`src/rtl/alu_chk_fifo.sv`:
```
// Expected-result FIFO for the ALU checker. Power-of-two depth, registered
// occupancy, synchronous flush; pushes when full and pops when empty are dropped.
module alu_chk_fifo #(
  parameter int DEPTH = 4,
  parameter int WIDTH = 32,
  localparam int AW   = $clog2(DEPTH)
) (
  input  logic             clk,
  input  logic             rst,
  input  logic             flush,
  input  logic             push,
  input  logic [WIDTH-1:0] wdata,
  input  logic             pop,
  output logic [WIDTH-1:0] rdata,
  output logic             full,
  output logic             empty,
  output logic [AW:0]      count
);

  localparam logic [AW:0] FULL_CNT = (AW + 1)'(DEPTH);

  logic [WIDTH-1:0] mem_q [DEPTH];
  logic [AW-1:0]    wptr_q, rptr_q;
  logic [AW:0]      cnt_q;
  logic             push_en, pop_en;

  assign full    = (cnt_q == FULL_CNT);
  assign empty   = (cnt_q == '0);
  assign count   = cnt_q;
  assign rdata   = mem_q[rptr_q];
  assign push_en = push && !full;
  assign pop_en  = pop && !empty;

  // NOTE: storage has no reset; only the pointers and count define validity.
  always_ff @(posedge clk) begin
    if (push_en) mem_q[wptr_q] <= wdata;
  end

  // NOTE: state registers use non-blocking assignments so every flop samples pre-edge values.
  always_ff @(posedge clk or posedge rst) begin
    if (rst) begin
      wptr_q <= '0;
      rptr_q <= '0;
      cnt_q  <= '0;
    end else if (flush) begin
      wptr_q <= '0;
      rptr_q <= '0;
      cnt_q  <= '0;
    end else begin
      if (push_en) wptr_q <= wptr_q + 1'b1;
      if (pop_en)  rptr_q <= rptr_q + 1'b1;
      case ({push_en, pop_en})
        2'b10:   cnt_q <= cnt_q + 1'b1;
        2'b01:   cnt_q <= cnt_q - 1'b1;
        default: cnt_q <= cnt_q;
      endcase
    end
  end

endmodule

```
`config.mk`:
```
export PLATFORM = sky130hd
export DESIGN_NAME = alu_chk_fifo
export DESIGN_NICKNAME = d
export VERILOG_FILES = /design/src/rtl/alu_chk_fifo.sv
export SDC_FILE = /design/constraint.sdc
export NUM_CORES = 1
export LEC_CHECK = 0
export ABC_AREA = 1
export BUFFER_PORTS_ARGS = -buffer_cell sky130_fd_sc_hd__buf_4
export CAP_MARGIN = 20
export CORE_AREA = 2 2 97 99
export CTS_BUF_LIST = sky130_fd_sc_hd__clkbuf_16
export CTS_CLUSTER_DIAMETER = 50
export DETAILED_ROUTE_END_ITERATION = 10
export DIE_AREA = 0 0 99 101
export PLACE_DENSITY = 0.88
export SLEW_MARGIN = 20
export SYNTH_ARGS = -nofsm -noshare
export SYNTH_HDL_FRONTEND = slang
export SYNTH_SLANG_ARGS = --single-unit
```
`constraint.sdc`:
```
create_clock -name clk -period 4.53 [get_ports clk]
set_input_delay 0 -clock clk [delete_from_list [all_inputs] [get_ports clk]]
set_output_delay 0 -clock clk [all_outputs]
set_load 0.01 [all_outputs]
```
==> summary.txt, run 1 <==
Outcome
  • Status: finished, final reports clean

Clocking
  • Clock-pin slew on the worst setup and hold paths: around 60 ps
  • Hold buffer count at CTS: 36
  • CTS tree: done
  • Root Buffer: clkbuf_16
  • Cts bufs inserted: 17
  • CTS H-tree lvls: 4
  • Clock latency on the worst-skew pair: around 420 ps
  • CTS Buffer Depth: 2
  • # clock sinks: 135
  • Resized Gates After CTS: 0
  • Setup Fix Bufs, Post-CTS: 0

STA
  • RSZ-0062 raised after global routing: no
  • Setup Viol. Count Final: 0
  • Setup TNS Final: 0 ps
  • Worst slew pin tran: 1093 ps
  • Rel. slew slack: ~27%
  • Fin crit share: ~67%
  • Clock skew: around 14 ps
  • Slew Viols, Final: 0
  • Final Critical Period: ~3000 ps
  • Final Hold Viols: 0
  • Final hold slack: between 80 and 90 ps
  • Max Freq: approximately 330 MHz

Place
  • RePlAce Congestion: ~0.74
  • Dpl hpwl: approximately 5600 um
  • IO Port Bufs: 73

Global route
  • Vias in the first global route: about 3,500
  • Gr ovfl total: 0
  • First-pass GRT wire length: 18,440 um
  • Initial antenna violation count: 0
  • GRT Total Usage: between 20% and 30%
  • Largest net degree at the start of global routing: 67

Power
  • Part of the power in combinational logic: 23.6%
  • Leak: approximately 0.0025 uW
  • VDD IR max: roughly 0.45 mV
  • Pwr per Cell Area: between 500 and 600 nW/um^2
  • Clock share of power: 35.0%
  • Sw Share: a little over 30%
  • Sw power: ~1200 uW
  • Register share of total power: 41.4%
  • Internal power: between 2000 and 3000 uW

Floorplanning
  • Die width: 99 um
  • Row cnt: 35
  • Io pins: 74
  • Core ar.: about 9000 um^2
  • Initial Util: 58.36%
  • Die Height: 101 um
  • Die area: about 10000 um^2

Yosys
  • Mean Syn Cell Area: 13.93 um^2
  • Synthesis-stage register bit count: around 140
  • EDFF count, synth: ~130
  • Synth top area share: around three quarters
  • Synth area leader: edfxtp_1
  • Synth cell types: 23
  • YS warnings: 0
  • Synth top area cells: edfxtp_1, o21ai_0, nor2_1
  • Sequential element share of the synthesized area: between 70% and 80%
  • Mapped cell area: roughly 5200 um^2
  • Mapped Cells: around 380
  • Syn Nets: between 400 and 500
  • Primary FF master, synth: edfxtp_1
  • Async set-or-reset flop fraction in the synthesized netlist: approximately 5.2%

Cells and area
  • Area Growth Syn to Fin: 29.45%
  • Finished Core Util: 75.54%
  • Fillcell total: 485
  • Most frequent cells in the layout: edfxtp_1, buf_4, nor2_1
  • Diode count: 0
  • Commonest non-fill, non-tap cell in the layout: edfxtp_1
  • Nets: about 530
  • Share of cells above drive strength 1: a little under a quarter

Worst setup path
  • Cell count along the critical path: 4
  • Buf+Inv Stages, Crit Path: 2
  • RR Startpoint: rptr_q[1]
  • Setup Crit Path Kind: reg2out
  • Startpoint Class: flop
  • Crit-path cells: inv_2 -> o21ai_0 -> o22ai_1 -> buf_4
  • Worst Path Required: between 4000 and 5000 ps
  • Max FO, Critical Path: 66
  • Reg2reg path depth: 3
  • Crit path DAT: between 3000 and 4000 ps
  • CP endpoint kind: output pin
  • Family with the most delay on the worst path: flip-flops
  • Start point of the critical path: rptr_q[0]
  • Max incr delay on CP: roughly 1100 ps
  • Critical-path top delay cell: dfrtp_2

Route
  • DR vias: ~3,600
  • Antenna viol nets, final: 0
  • Initial drt markers: between 400 and 500
  • Wire length per cell: between 20 and 25 um
  • DRC errors left: 0
  • Vias per cell: 5.873
  • DRT Pass-1 Iters: 6
  • WL final: 12,300 um

Job
  • Total of max-cap violations: 0

Worst hold path
  • Hold Crit Class: in2async
==> worst reg2reg max path: stages, from the launching register on <==
cell and delay (ps):
dfrtp_1 1050, inv_1 820, o21ai_1 320, a21oi_1 60
==> logic make-up after synthesis <==
group | after synthesis | share of synthesized area, %
AO/OA/AOI/OAI | 104 | 10.82
XOR/XNOR | 1 | 0.1672
adder cells (fa/ha/maj) | 5 | 1.338
buffers and inverters | 37 | 3.606
flip-flops | 135 | 76.71
AND/OR/NAND/NOR | 94 | 7.356
==> Yosys cell counts (4+ instances only) <==
| cell type | n |
|---|---|
| buf_2 | 4 |
| o22ai_1 | 32 |
| nand3_1 | 6 |
| nor2_1 | 69 |
| nand2_1 | 13 |
| buf_6 | 5 |
| inv_1 | 15 |
| dfrtp_1 | 7 |
| o21ai_1 | 5 |
| ha_1 | 4 |
| clkbuf_1 | 9 |
| edfxtp_1 | 128 |
| o21ai_0 | 63 |
==> cell type report <==
type | count | area [um^2] | area share, %
Inverter | 17 | 63.81 | 0.9410
Tap cell | 111 | 138.9 | 2.048
Clock buffer | 17 | 425.4 | 6.273
Timing Repair Buffer | 109 | 908.4 | 13.39
Multi-Input combinational cell | 204 | 1061 | 15.65
Sequential cell | 135 | 4020 | 59.28
Clock inverter | 15 | 163.9 | 2.417
==> path summary, 6_finish.rpt <==
path | to | slack, ps
max in group asynchronous | rptr_q[0] | 4200
setup reg to reg | rptr_q[1] | 2130
setup / recovery | rdata[0] | 1500
hold reg to reg | count[1] | 630
hold / removal | count[2] | 90
min in group clk | mem_q[1][20] | 330
==> power by group through the flow <==
stage          logic (uW)  registers [uW]  clock network [uW]
2_1_floorplan         562            1570                   0
3_3_place_gp          848            1630                   0
3_5_place_dp          872            1640                   0
4_1_cts               915            1620                1360
5_1_grt              1000            1640                1420
6_report              925            1630                1380
==> per-stage QoR <==
step                      instances  setup WS [ps]  power (uW)  cell area, um^2
final                           608           1502        3926             6782
after global routing            608           1370        4060             6782
after CTS                       608           1543        3896             6782
after detailed placement        540           2054        2516             5832
after global placement          540           2166        2483             5832
after floorplan                 376           2007        2134             5239
==> state kept, by name, indices dropped and copies added, names as in the netlist <==
signal and cells:
mem_q 128, count 3, wptr_q 2, rptr_q 2
==> metal layers <==
| metal | GRT usage (%) | wire length [um] | share of wire, % |
|---|---|---|---|
| met2 | 43.35 | 6389 | 52 |
| met4 | 12.54 | 381 | 3.1 |
| met1 | 30.27 | 4454 | 36 |
| met5 | 0 | 0 | 0 |
| met3 | 6.241 | 1072 | 8.7 |
No activity file was read; power rests on OpenSTA's default activity.
==> run 2, diff against run 1 <==
--- a/config.mk
+++ b/config.mk
@@ -8,12 +8,12 @@
 export ABC_AREA = 1
 export BUFFER_PORTS_ARGS = -buffer_cell sky130_fd_sc_hd__buf_4
 export CAP_MARGIN = 20
-export CORE_AREA = 2 2 97 99
+export CORE_AREA = 2 2 100 102
 export CTS_BUF_LIST = sky130_fd_sc_hd__clkbuf_16
 export CTS_CLUSTER_DIAMETER = 50
 export DETAILED_ROUTE_END_ITERATION = 10
-export DIE_AREA = 0 0 99 101
-export PLACE_DENSITY = 0.88
+export DIE_AREA = 0 0 102 104
+export PLACE_DENSITY = 0.84
 export SLEW_MARGIN = 20
 export SYNTH_ARGS = -nofsm -noshare
 export SYNTH_HDL_FRONTEND = slang
==> constraint.sdc (replaced) <==
create_clock -name clk -period 3 [get_ports clk]
set_input_delay 0 -clock clk [delete_from_list [all_inputs] [get_ports clk]]
set_output_delay 0 -clock clk [all_outputs]
set_load 0.01 [all_outputs]
==> summary.txt, run 2 (synthesis results as in run 1) <==
Outcome
  • Status: finished, final reports clean

Worst hold path
  • Worst hold path depth: 4
  • Hold Crit Class: in2reg
  • WHS Endpoint: wptr_q[0]
  • Hold Startpoint: push

Floorplanning
  • Die area: approximately 11,000 um^2
  • Core ar.: 9549 um^2
  • Die Height: approximately 100 um
  • Row cnt: 36
  • Die width: a little over 100 um
  • Initial Util: approximately 55%
  • Io pins: 74

STA
  • Slew Viols, Final: 0
  • Setup Viol. Count Final: 0
  • Worst setup margin: 685.5 ps
  • RSZ-0062 raised after global routing: no
  • Fin crit share: between 70% and 80%
  • Worst slew pin tran: approximately 1000 ps
  • Max Freq: ~430 MHz
  • Final Hold Viols: 0
  • Clock skew: just under 7 ps
  • Final Critical Period: between 2000 and 2500 ps
  • Setup TNS Final: 0 ps
  • Rel. slew slack: between 30% and 40%
  • Final hold slack: around 66 ps

Global route
  • Initial antenna violation count: 0
  • GRT Total Usage: a little under a quarter
  • Largest net degree at the start of global routing: 66
  • Gr ovfl total: 0
  • First-pass GRT wire length: about 18,000 um
  • Vias in the first global route: approximately 3,700

Route
  • Wire length per cell: ~18 um
  • DRT Pass-1 Iters: 4
  • Initial drt markers: between 200 and 250
  • DR vias: approximately 3,500
  • WL final: ~12,000 um
  • Vias per cell: around 5.5
  • DRC errors left: 0
  • Antenna viol nets, final: 0

Worst setup path
  • Reg2reg path depth: 12
  • Internal reg-to-reg setup slack: just over 900 ps
  • Startpoint Class: flop
  • CP endpoint kind: output pin
  • Setup Crit Path Kind: reg2out
  • RR Endpoint: count[2]
  • RR Startpoint: count[0]
  • Crit path DAT: roughly 2300 ps
  • Max FO, Critical Path: 33
  • Worst Path Required: approximately 3000 ps

Clocking
  • CTS tree: done
  • CTS H-tree lvls: 4
  • CTS Buffer Depth: 2
  • Cts bufs inserted: 17
  • Resized Gates After CTS: 0
  • Hold buffer count at CTS: 35
  • Clock-pin slew on the worst setup and hold paths: roughly 60 ps
  • Setup Fix Bufs, Post-CTS: 0
  • Root Buffer: clkbuf_16
  • # clock sinks: 135
  • Clock latency on the worst-skew pair: ~400 ps

Power
  • Pwr per Cell Area: around 860 nW/um^2
  • VDD IR max: roughly 0.47 mV
  • Leak: around 0.0025 uW

Job
  • Total of max-cap violations: 0

Cells and area
  • Nets: 531
  • Number of flip-flops in the largest register: 128
  • Commonest non-fill, non-tap cell in the layout: edfxtp_1
  • Cell area after layout: about 7000 um^2
  • Share of cells above drive strength 1: between 20% and 30%
  • Biggest register: mem_q
  • Diode count: 0
  • Most frequent cells in the layout: edfxtp_1, buf_4, nor2_1
  • Finished Core Util: a little under three quarters
  • Area Growth Syn to Fin: 30.59%

Place
  • Placed cell areas: just under 6000 um^2
  • RePlAce Congestion: between 0.8 and 0.9
  • Post-Place Setup Slack: around 980 ps
  • IO Port Bufs: 73
  • Dpl hpwl: roughly 6700 um
-- run 2: changes by cell type in the layout (fill, tap and decap cells not counted) --
| cell | before | now |
|---|---|---|
| buf_4 | 73 | 79 |
| inv_6 | 6 | 0 |
| clkinvlp_4 | 0 | 3 |
| bufinv_16 | 2 | 3 |
| clkinv_2 | 2 | 3 |
| dlygate4sd3_1 | 36 | 35 |
| inv_1 | 15 | 16 |
| inv_8 | 1 | 0 |
-- run 2: worst max path at each step --
| stage | startpoint | end | cells past startpoint | slack [ps] |
|---|---|---|---|---|
| 6_report | rptr_q[1] | rdata[23] | 6 | 690 |
| 5_1_grt | rptr_q[1] | rdata[23] | 6 | 610 |
| 4_1_cts | rptr_q[1] | rdata[23] | 6 | 740 |
| 3_5_place_dp | count[0] | mem_q[3][5] | 5 | 980 |
| 3_3_place_gp | count[1] | mem_q[3][3] | 5 | 1100 |
| 2_1_floorplan | count[1] | mem_q[0][0] | 4 | 480 |
-- run 2: worst max-delay path, stage by stage (launching register included) --
cell and delay [ps]:
dfrtp_1 360, buf_4 230, inv_1 420, buf_4 330, o21ai_1 110, o22ai_1 260, buf_4 180
-- run 2: metrics by stage --
step / total power, uW / cells
after detailed placement: 3846 / 568
after floorplan: 3223 / 376
after global routing: 6138 / 634
final: 5899 / 634
after global placement: 3784 / 568
after CTS: 5903 / 634
-- run 2: metal layers --
metal / part of all wire (%) / GRT usage (%) / vias up
met2: 53 / 38.67 / 145
met4: 2.3 / 8.571 / 0
met3: 5.9 / 6.183 / 22
met1: 38 / 27.88 / 1727
met5: 0 / 0 / -
li1: - / - / 1611
-- run 2: where the power goes --
part	total [uW]	internal [uW]	switching (uW)
Clock	2040	1290	753
Combinational	1510	596	915
Sequential	2340	2270	74.4
Total	5900	4160	1740
-- run 2: area by class of cell --
class                           instances  area [um^2]
Clock buffer                           17        425.4
Clock inverter                         14        161.4
Fill cell                             616         2708
Inverter                               17        63.81
Multi-Input combinational cell        204         1061
Sequential cell                       135         4020
Tap cell                              133        166.4
Timing Repair Buffer                  114        943.4
